==> src/rtl/parity_sched_if.sv <==
// Client/result bundle for the shared bit-serial parity engine.
// exp_par/out_err are present only when PARITY_SCHED_ERRCHK_EN is defined.
interface parity_sched_if #(
  parameter int NREQ = 4,
  parameter int DW   = 8,
  parameter int IDW  = 2
);
  logic [NREQ-1:0]    req;
  logic [NREQ*DW-1:0] in;
  logic [NREQ-1:0]    odd_sel;
  logic [NREQ-1:0]    gnt;
  logic               busy;
  logic               out_valid;
  logic               out_ready;
  logic               out;
  logic [IDW-1:0]     out_id;
`ifdef PARITY_SCHED_ERRCHK_EN
  logic [NREQ-1:0]    exp_par;
  logic               out_err;

  modport master (output req, in, odd_sel, out_ready, exp_par,
                  input  gnt, busy, out_valid, out, out_id, out_err);
  modport slave  (input  req, in, odd_sel, out_ready, exp_par,
                  output gnt, busy, out_valid, out, out_id, out_err);
`else
  modport master (output req, in, odd_sel, out_ready,
                  input  gnt, busy, out_valid, out, out_id);
  modport slave  (input  req, in, odd_sel, out_ready,
                  output gnt, busy, out_valid, out, out_id);
`endif
endinterface

==> src/rtl/parity_sched.sv <==
// Round-robin shared bit-serial parity engine: grant, capture, shift DW bits, hold result.
// Optional expected-parity compare enabled by defining PARITY_SCHED_ERRCHK_EN.
module parity_sched #(
  parameter int NREQ = 4,
  parameter int DW   = 8,
  parameter int IDW  = 2
) (
  input  logic          clk,
  input  logic          rst_n,
  parity_sched_if.slave bus
);

  localparam int CW = $clog2(DW + 1);

  typedef enum logic [1:0] {IDLE, SHIFT, HOLD} state_t;

  state_t          r_state;
  logic [IDW-1:0]  r_ptr;
  logic [DW-1:0]   r_sreg;
  logic [CW-1:0]   r_cnt;
  logic            r_acc;
  logic            r_odd;
  logic [NREQ-1:0] r_gnt;
  logic            r_valid;
  logic            r_out;
  logic [IDW-1:0]  r_id;

  logic            w_pick_vld;
  logic [IDW-1:0]  w_pick_idx;
  logic [NREQ-1:0] w_pick_oh;
  logic [IDW-1:0]  w_next_ptr;
  logic [DW-1:0]   w_pick_data;
  logic            w_pick_odd;
  logic            w_final;
`ifdef PARITY_SCHED_ERRCHK_EN
  logic            r_exp;
  logic            r_err;
  logic            w_pick_exp;
`endif

  // NOTE: every always_comb output gets a default first so no path leaves it unassigned (no latch).
  always_comb begin
    w_pick_vld  = 1'b0;
    w_pick_idx  = '0;
    w_pick_oh   = '0;
    w_next_ptr  = r_ptr;
    w_pick_data = '0;
    w_pick_odd  = 1'b0;
`ifdef PARITY_SCHED_ERRCHK_EN
    w_pick_exp  = 1'b0;
`endif
    // Scan offsets from the pointer; first requester hit wins.
    for (int k = 0; k < NREQ; k++) begin
      for (int i = 0; i < NREQ; i++) begin
        if (!w_pick_vld && bus.req[i] && ((int'(r_ptr) + k) % NREQ == i)) begin
          w_pick_vld = 1'b1;
          w_pick_idx = IDW'(i);
          w_next_ptr = IDW'((i + 1) % NREQ);
        end
      end
    end
    // Only the granted lane is read, so idle lanes may carry X.
    for (int i = 0; i < NREQ; i++) begin
      if (w_pick_vld && w_pick_idx == IDW'(i)) begin
        w_pick_oh[i] = 1'b1;
        w_pick_data  = bus.in[i*DW +: DW];
        w_pick_odd   = bus.odd_sel[i];
`ifdef PARITY_SCHED_ERRCHK_EN
        w_pick_exp   = bus.exp_par[i];
`endif
      end
    end
  end

  assign w_final = r_acc ^ r_sreg[0] ^ r_odd;

  // NOTE: sequential state uses non-blocking assignments so all flops update from pre-edge values.
  always_ff @(posedge clk or negedge rst_n) begin
    if (!rst_n) begin
      r_state <= IDLE;
      r_ptr   <= '0;
      r_sreg  <= '0;
      r_cnt   <= '0;
      r_acc   <= 1'b0;
      r_odd   <= 1'b0;
      r_gnt   <= '0;
      r_valid <= 1'b0;
      r_out   <= 1'b0;
      r_id    <= '0;
`ifdef PARITY_SCHED_ERRCHK_EN
      r_exp   <= 1'b0;
      r_err   <= 1'b0;
`endif
    end else begin
      r_gnt <= '0;
      case (r_state)
        IDLE: begin
          if (w_pick_vld) begin
            r_gnt   <= w_pick_oh;
            r_sreg  <= w_pick_data;
            r_odd   <= w_pick_odd;
            r_id    <= w_pick_idx;
            r_ptr   <= w_next_ptr;
            r_cnt   <= CW'(DW);
            r_acc   <= 1'b0;
`ifdef PARITY_SCHED_ERRCHK_EN
            r_exp   <= w_pick_exp;
`endif
            r_state <= SHIFT;
          end
        end
        SHIFT: begin
          r_acc  <= r_acc ^ r_sreg[0];
          r_sreg <= r_sreg >> 1;
          r_cnt  <= r_cnt - CW'(1);
          if (r_cnt == CW'(1)) begin
            r_out   <= w_final;
            r_valid <= 1'b1;
`ifdef PARITY_SCHED_ERRCHK_EN
            r_err   <= w_final ^ r_exp;
`endif
            r_state <= HOLD;
          end
        end
        HOLD: begin
          if (bus.out_ready) begin
            r_valid <= 1'b0;
            r_state <= IDLE;
          end
        end
        default: r_state <= IDLE;
      endcase
    end
  end

  assign bus.gnt       = r_gnt;
  assign bus.busy      = (r_state != IDLE);
  assign bus.out_valid = r_valid;
  assign bus.out       = r_out;
  assign bus.out_id    = r_id;
`ifdef PARITY_SCHED_ERRCHK_EN
  assign bus.out_err   = r_err;
`endif

endmodule

==> src/flat_wrapper.sv <==
// flat-port wrapper written by rule: the top's interface ports become plain ports
module parity_sched_flat 
#(
  parameter int NREQ = 4,
  parameter int DW   = 8,
  parameter int IDW  = 2
)
  (clk, rst_n, bus_req, bus_in, bus_odd_sel, bus_out_ready, bus_gnt, bus_busy, bus_out_valid, bus_out, bus_out_id);
  parity_sched_if #(.NREQ(NREQ), .DW(DW), .IDW(IDW)) bus_i ();
  input  logic clk;
  input  logic rst_n;
  input wire logic [$bits(bus_i.req)-1:0] bus_req;
  input wire logic [$bits(bus_i.in)-1:0] bus_in;
  input wire logic [$bits(bus_i.odd_sel)-1:0] bus_odd_sel;
  input wire logic [$bits(bus_i.out_ready)-1:0] bus_out_ready;
  output wire logic [$bits(bus_i.gnt)-1:0] bus_gnt;
  output wire logic [$bits(bus_i.busy)-1:0] bus_busy;
  output wire logic [$bits(bus_i.out_valid)-1:0] bus_out_valid;
  output wire logic [$bits(bus_i.out)-1:0] bus_out;
  output wire logic [$bits(bus_i.out_id)-1:0] bus_out_id;
  assign bus_i.req = bus_req;
  assign bus_i.in = bus_in;
  assign bus_i.odd_sel = bus_odd_sel;
  assign bus_i.out_ready = bus_out_ready;
  assign bus_gnt = bus_i.gnt;
  assign bus_busy = bus_i.busy;
  assign bus_out_valid = bus_i.out_valid;
  assign bus_out = bus_i.out;
  assign bus_out_id = bus_i.out_id;
  parity_sched #(.NREQ(NREQ), .DW(DW), .IDW(IDW)) u_core (.clk(clk), .rst_n(rst_n), .bus(bus_i));
endmodule
==> config.mk <==
export PLATFORM = sky130hd
export DESIGN_NAME = parity_sched_flat
export DESIGN_NICKNAME = d
export VERILOG_FILES = /design/src/rtl/parity_sched_if.sv /design/src/rtl/parity_sched.sv /design/src/flat_wrapper.sv
export SDC_FILE = /design/constraint.sdc
export NUM_CORES = 1
export LEC_CHECK = 0
export ABC_AREA = 1
export CORE_ASPECT_RATIO = 2
export CORE_MARGIN = 8
export CORE_UTILIZATION = 43
export DETAILED_ROUTE_END_ITERATION = 10
export PLACE_DENSITY = 0.84
export SETUP_SLACK_MARGIN = 0.15
export SYNTH_ARGS = -nofsm -noshare
export SYNTH_HDL_FRONTEND = slang
export SYNTH_SLANG_ARGS = --single-unit
==> constraint.sdc <==
create_clock -name clk -period 2.25 [get_ports clk]
set_input_delay 0.45 -clock clk [delete_from_list [all_inputs] [get_ports clk]]
set_output_delay 0.45 -clock clk [all_outputs]
set_load 0.05 [all_outputs]
==> results.sh, run 1 <==
export IMPL_ys_flop_type="dfrtp_1"
export IMPL_layout_min_cycle_time_ns=2.41
export IMPL_area_growth_synth_to_final_pct=59.1
export IMPL_rows=34
export IMPL_dr_first_iter_drc_count=79
export IMPL_drive_gt1_share_pct=30.7
export IMPL_hold_buffers=0
export IMPL_layout_nets=391
export IMPL_fin_ws_ns=-0.161
export IMPL_drt_total_wl_um=5740
export IMPL_fp_dieH_um=109
export IMPL_ios=52
export IMPL_start_util_pct=43.8
export IMPL_powerDensity_nw_per_um2=1590
export IMPL_timing_fmax_ghz=0.415
export IMPL_grt_pass1_wl_um=8790
export IMPL_synth_cells=261
export IMPL_insertion_delay_ns=0.27
export IMPL_fin_skew_ns=0.00213
export IMPL_power_w=0.00472
export IMPL_cts_sink_count=26
export IMPL_gr_usage_all_layers_pct=15.4
export IMPL_hold_viol=0
export IMPL_gp_congestion=0.883
export IMPL_worstSetupStartpointType="flop"
export IMPL_synth_top_cells_by_area="dfrtp_1, nand2_1, inv_1"
export IMPL_wl_per_cell_um=14.4
export IMPL_yosys_area_top_type="dfrtp_1"
export IMPL_synth_seq_area_share_pct=34.9
export IMPL_cp_end_kind="flop"
export IMPL_vias=2059
export IMPL_synth_most_common_cell="nand2_1"
export IMPL_drc_errors=0
export IMPL_diodes=0
export IMPL_antenna_found_initial=0
export IMPL_synth_xor_area_share_pct=1.88
export IMPL_vias_per_cell=5.16
export IMPL_post_route_period_util_pct=107
export IMPL_cp_num_buf_inv=2
export IMPL_cts_tree="done"
export IMPL_synth_top_family_by_area="simple AND/OR/NAND/NOR gates"
export IMPL_synth_area_um2=1860
export IMPL_clk_transition_reported_paths_ns=0.08
export IMPL_utilization_pct=69.6
export IMPL_muxShareOfSynthArea_pct=0
export IMPL_syn_avg_cell_area_um2=7.13
export IMPL_violations="negative setup slack"
export IMPL_grt_max_degree=29
export IMPL_drv_slew=0
export IMPL_synth_compound_area_share_pct=8.74
export IMPL_async_reset_ff_share_pct=100
export IMPL_io_buffers=51
export IMPL_hp_class="reg -> reg"
export IMPL_coreArea_um2=4250
export IMPL_ctsRootBufferMaster="clkbuf_8"
export IMPL_slew_headroom_pct=65.8
export IMPL_path_depth=16
export IMPL_cts_made_buffers=3
export IMPL_die_width_um=62.5
export IMPL_htree_levels=1
export IMPL_ys_warn_count=0
export IMPL_cp_max_fo=9
export IMPL_grt_pass1_vias=2069
export IMPL_rsz0062_at_grt="yes"
export IMPL_slowest_stage="dfrtp_2"
export IMPL_dieArea_um2=6820
export IMPL_worstPathArrival_ns=2.58
export IMPL_dp_hpwl_um=3930
export IMPL_clock_path_buffers=2
export IMPL_crit_family="simple AND/OR/NAND/NOR gates"
export IMPL_ys_top_cells_by_count="nand2_1, inv_1, dfrtp_1"
export IMPL_ir_worst_vdd_mv=1.25
export IMPL_min_path_cells=2
export IMPL_worstPathCellList="inv_2, nand3_2, nand2_2, nor2_2, nand4_2, nor2_2, nand4_4, nor2_4, nand4_4, nand3_1, nor2_2, buf_4, nand2_1, nand3_2, nand2_1, nand2_1"
export IMPL_synth_fa_ha_area_share_pct=1.34
export IMPL_setup_viol=18
export IMPL_synth_cell_types=31
export IMPL_yosys_area_top_type_share_pct=34.9
export IMPL_fillers=292
export IMPL_synth_seq_cells=26
export IMPL_yosys_area_share_simple_pct=40.4
export IMPL_worst_ep_required_time_ns=2.42
export IMPL_p_leak_nw=1.43
export IMPL_drtAntennaViolNets=0
export IMPL_worstMarginPinSlew_ns=0.511
export IMPL_rr_worst_depth=16
export IMPL_postSynthNetCount=306
export IMPL_slowest_delay_ns=0.50
export IMPL_overflow=0
export IMPL_path_class="reg -> reg"
export IMPL_synth_edf_count=0
export IMPL_drv_cap=0
export IMPL_fin_worst_hold_slack_ns=0.489
export IMPL_status="finished, violations left"
export IMPL_drtPass1Iterations=4
-- cells by family after synthesis --
group | after synthesis
compound gates | 28
xor+xnor | 4
fa+ha+maj | 2
buf+inv | 53
flops | 26
simple gates | 148
-- through the flow --
stage / instances / worst slack [ns] / cell area (um2) / TNS [ns]
final: 399 / -0.161 / 2960 / -1.60
after global routing: 399 / -0.331 / 2960 / -4.61
after detailed placement: 383 / -0.446 / 2610 / -7.74
after global placement: 383 / -0.345 / 2610 / -5.93
after CTS: 392 / 0.0104 / 2750 / 0
after floorplan: 261 / 0.133 / 1900 / 0
-- path summary, 6_finish.rpt --
path                       slack (ns)                  from                   end
min in group asynchronous        0.53                 rst_n     u_core.bus.gnt[3]
max in group asynchronous        1.46                 rst_n       u_core.r_ptr[1]
hold reg to reg                  0.49  u_core.bus.out_valid  u_core.bus.out_valid
setup / recovery                -0.16       u_core.r_ptr[0]      u_core.r_sreg[5]
hold / removal                   0.49  u_core.bus.out_valid  u_core.bus.out_valid
setup reg to reg                -0.16       u_core.r_ptr[0]      u_core.r_sreg[5]
-- area by class of cell --
type / instances / area [um2] / share of cell area (%)
clock buffers: 4 / 55.1 / 1.86
inverters: 44 / 171 / 5.79
multi-input cells: 182 / 1140 / 38.6
flip-flops and latches: 26 / 653 / 22.0
well taps: 54 / 67.6 / 2.28
repair buffers: 88 / 866 / 29.2
repair inverters: 1 / 7.51 / 0.253
-- state kept, by name, indices dropped and copies added (netlist names) --
register and cells:
u_core.r_acc 1, u_core.bus.out 1, u_core.bus.out_id 2, u_core.r_cnt 4, u_core.r_ptr 2, u_core.r_odd 1
u_core.r_sreg 8, u_core.bus.gnt 4, u_core.r_state 2, u_core.bus.out_valid 1
-- power by group --
group          internal [W]  switching (W)
combinational       0.00153        0.00207
sequential         0.000676       0.000147
clock              0.000157       0.000139
total               0.00236        0.00235
-- layer usage --
metal / up-vias / GRT usage [%] / share of wire [%]
met5: - / 0 / 0
li1: 1009 / - / -
met3: 21 / 4.01 / 6.1
met2: 83 / 28.1 / 52
met1: 946 / 16.1 / 39
met4: 0 / 7.06 / 3.0
-- layout by cell type, fill, tap and decap left out, drive strengths merged, types with 2 or more instances in the layout --
master,netlist,routed
buf,8,36
nand3,30,30
o22ai,6,6
nor3,10,10
clkbuf,1,6
clkinvlp,0,2
ha,2,2
xnor2,2,2
clkdlybuf4s50,0,46
nand4,4,4
xor2,2,2
nor2,22,22
dfrtp,26,26
nand3b,9,9
o21ai,21,21
dlygate4sd2,0,4
inv,43,42
nand2,71,71
-- what timing repair did --
| item | 4_1_cts | 5_1_grt |
|---|---|---|
| pin swaps | 10 | 10 |
| setup buffers | 3 | 3 |
| cloned | 2 | 4 |
| resized for setup | 28 | 38 |
| setup endpoints to repair | 23 | 23 |
-- worst reg2reg max path, cell delays in order (launching register included) --
cell and delay, ns:
dfrtp_2 0.50, inv_2 0.07, nand3_2 0.07, nand2_2 0.06
nor2_2 0.13, nand4_2 0.13, nor2_2 0.17, nand4_4 0.13
nor2_4 0.20, nand4_4 0.16, nand3_1 0.16, nor2_2 0.07
buf_4 0.17, nand2_1 0.09, nand3_2 0.08, nand2_1 0.07
nand2_1 0.05
Power figures use the tool's default switching activity.
==> run 2, diff against run 1 <==
CORE_ASPECT_RATIO = 1.2   (was 2)
==> results.sh, run 2 (synthesis results as in run 1) <==
export IMPL_coreArea_um2=4200
export IMPL_fin_skew_ns=0.00447
export IMPL_place_ws_ns=-0.577
export IMPL_hold_viol=0
export IMPL_ctsRootBufferMaster="clkbuf_8"
export IMPL_worst_ep_required_time_ns=2.42
export IMPL_io_buffers=51
export IMPL_dp_hpwl_um=4080
export IMPL_rows=26
export IMPL_cts_sink_count=26
export IMPL_die_width_um=76.1
export IMPL_r2r_end="u_core.r_sreg[3]"
export IMPL_drtPass1Iterations=4
export IMPL_start_util_pct=44.4
export IMPL_slowest_stage="dfrtp_2"
export IMPL_rsz0062_at_grt="yes"
export IMPL_grt_max_degree=27
export IMPL_r2r_start="u_core.r_ptr[0]"
export IMPL_dieArea_um2=6700
export IMPL_setup_viol=19
export IMPL_status="finished, violations left"
export IMPL_utilization_pct=76.9
export IMPL_layout_min_cycle_time_ns=2.63
export IMPL_min_path_cells=2
export IMPL_worstPathCellList="inv_2, nor2_1, nand2_1, nand4_4, buf_4, nor3_1, nor2_1, nand2_1, nor2_2, nand2_1, inv_1, nand2_4, buf_16, o21ai_0, nand3_1, nand2_1, nand2_1"
export IMPL_cts_tree="done"
export IMPL_path_class="reg -> reg"
export IMPL_area_growth_synth_to_final_pct=73.3
export IMPL_grt_pass1_wl_um=9940
export IMPL_gp_congestion=0.930
export IMPL_gr_usage_all_layers_pct=17.8
export IMPL_rrSetupSlack_ns=-0.38
export IMPL_powerDensity_nw_per_um2=1690
export IMPL_vias_per_cell=5.29
export IMPL_slew_headroom_pct=66.2
export IMPL_worstMarginPinSlew_ns=0.505
export IMPL_vias=2225
export IMPL_drive_gt1_share_pct=34.2
export IMPL_holdPathEnd="u_core.bus.out_valid"
export IMPL_cp_startpoint="u_core.r_ptr[0]"
export IMPL_slowest_delay_ns=0.50
export IMPL_drtAntennaViolNets=0
export IMPL_ir_worst_vdd_mv=0.956
export IMPL_clk_transition_reported_paths_ns=0.09
export IMPL_fin_tns_setup_ns=-4.69
export IMPL_timing_fmax_ghz=0.380
export IMPL_diodes=0
export IMPL_htree_levels=1
export IMPL_violations="negative setup slack"
export IMPL_fin_ws_ns=-0.383
export IMPL_worstSetupStartpointType="flop"
export IMPL_worstPathArrival_ns=2.80
export IMPL_cp_num_buf_inv=4
export IMPL_cp_end_kind="flop"
export IMPL_largest_reg_flops=8
export IMPL_wl_per_cell_um=16.6
export IMPL_crit_family="simple AND/OR/NAND/NOR gates"
export IMPL_dr_first_iter_drc_count=132
export IMPL_drv_cap=0
export IMPL_drv_slew=0
export IMPL_cp_common_cell="nand2_1"
export IMPL_layout_commonest_cell="nand2_1"
export IMPL_fp_dieH_um=88.1
export IMPL_layout_nets=411
export IMPL_rr_worst_depth=17
export IMPL_overflow=0
export IMPL_top_register="u_core.r_sreg"
export IMPL_insertion_delay_ns=0.27
export IMPL_clock_path_buffers=2
export IMPL_drc_errors=0
export IMPL_ios=52
export IMPL_hp_class="reg -> reg"
export IMPL_drt_total_wl_um=6990
export IMPL_cp_max_fo=9
export IMPL_grt_pass1_vias=2182
export IMPL_hold_start="u_core.bus.out_valid"
export IMPL_antenna_found_initial=0
export IMPL_p_leak_nw=1.54
export IMPL_cts_made_buffers=3
export IMPL_post_route_period_util_pct=117
export IMPL_final_cell_mix="nand2_1, clkdlybuf4s50_1, buf_4"
## run 2: timing repair
item / in CTS / in global routing
hold buffers: 0 / 0
buffers inserted: 11 / 11
endpoints found under the setup margin: 24 / 23
pin swaps: 18 / 23
gates resized for setup: 30 / 49
gates cloned: 2 / 2
## run 2: layout make-up
cell class                 instances  area, um2
multi-input combinational        182       1200
timing repair buffer             109       1060
fill                             251        970
sequential                        26        653
inverter                          44        169
tap                               56       70.1
clock buffer                       3       41.3
clock inverter                     1       30.0
## run 2: through the flow
stage / instances / cell area, um2 / power, W / hold WS, ns
2_1_floorplan: 261 / 1900 / 0.00279 / 0.154
6_report: 421 / 3230 / 0.00545 / 0.489
3_3_place_gp: 391 / 2680 / 0.00365 / 0.464
3_5_place_dp: 391 / 2680 / 0.00375 / 0.469
4_1_cts: 408 / 2930 / 0.00460 / 0.492
5_1_grt: 421 / 3230 / 0.00579 / 0.535
## run 2: worst max-delay path by stage
stage	endpoint	slack, ns	cells past startpoint
2_1_floorplan	u_core.r_odd	0.13	18
3_3_place_gp	u_core.r_sreg[6]	-0.43	17
3_5_place_dp	u_core.bus.out_id[1]	-0.58	13
4_1_cts	u_core.r_sreg[6]	-0.13	17
5_1_grt	u_core.r_sreg[0]	-0.56	17
6_report	u_core.r_sreg[3]	-0.38	17
## run 2: where the power goes
group	switching, W	leakage [nW]	internal (W)	total [W]
logic	0.00231	1.18	0.00192	0.00423
registers	0.000155	0.320	0.000676	0.000831
clock network	0.000152	0.0357	0.000238	0.000390
## run 2: tightest hold or removal path: stages, from the launching register on
cell and delay (ns):
dfrtp_1 0.35, nand2_1 0.05, nand2_1 0.05
## run 2: per-layer routing
metal / vias up / GRT usage, % / share of wire (%)
met5: - / 0 / 0
met4: 0 / 8.06 / 3.4
met3: 26 / 2.98 / 4.1
met2: 78 / 33.0 / 53
met1: 1075 / 19.5 / 40
li1: 1046 / - / -
==> run 3, diff against run 2 <==
SLEW_MARGIN = 20   (was not set)
==> results of run 3 <==
No change in the layout: final DEF, timing and power equal those of run 2.
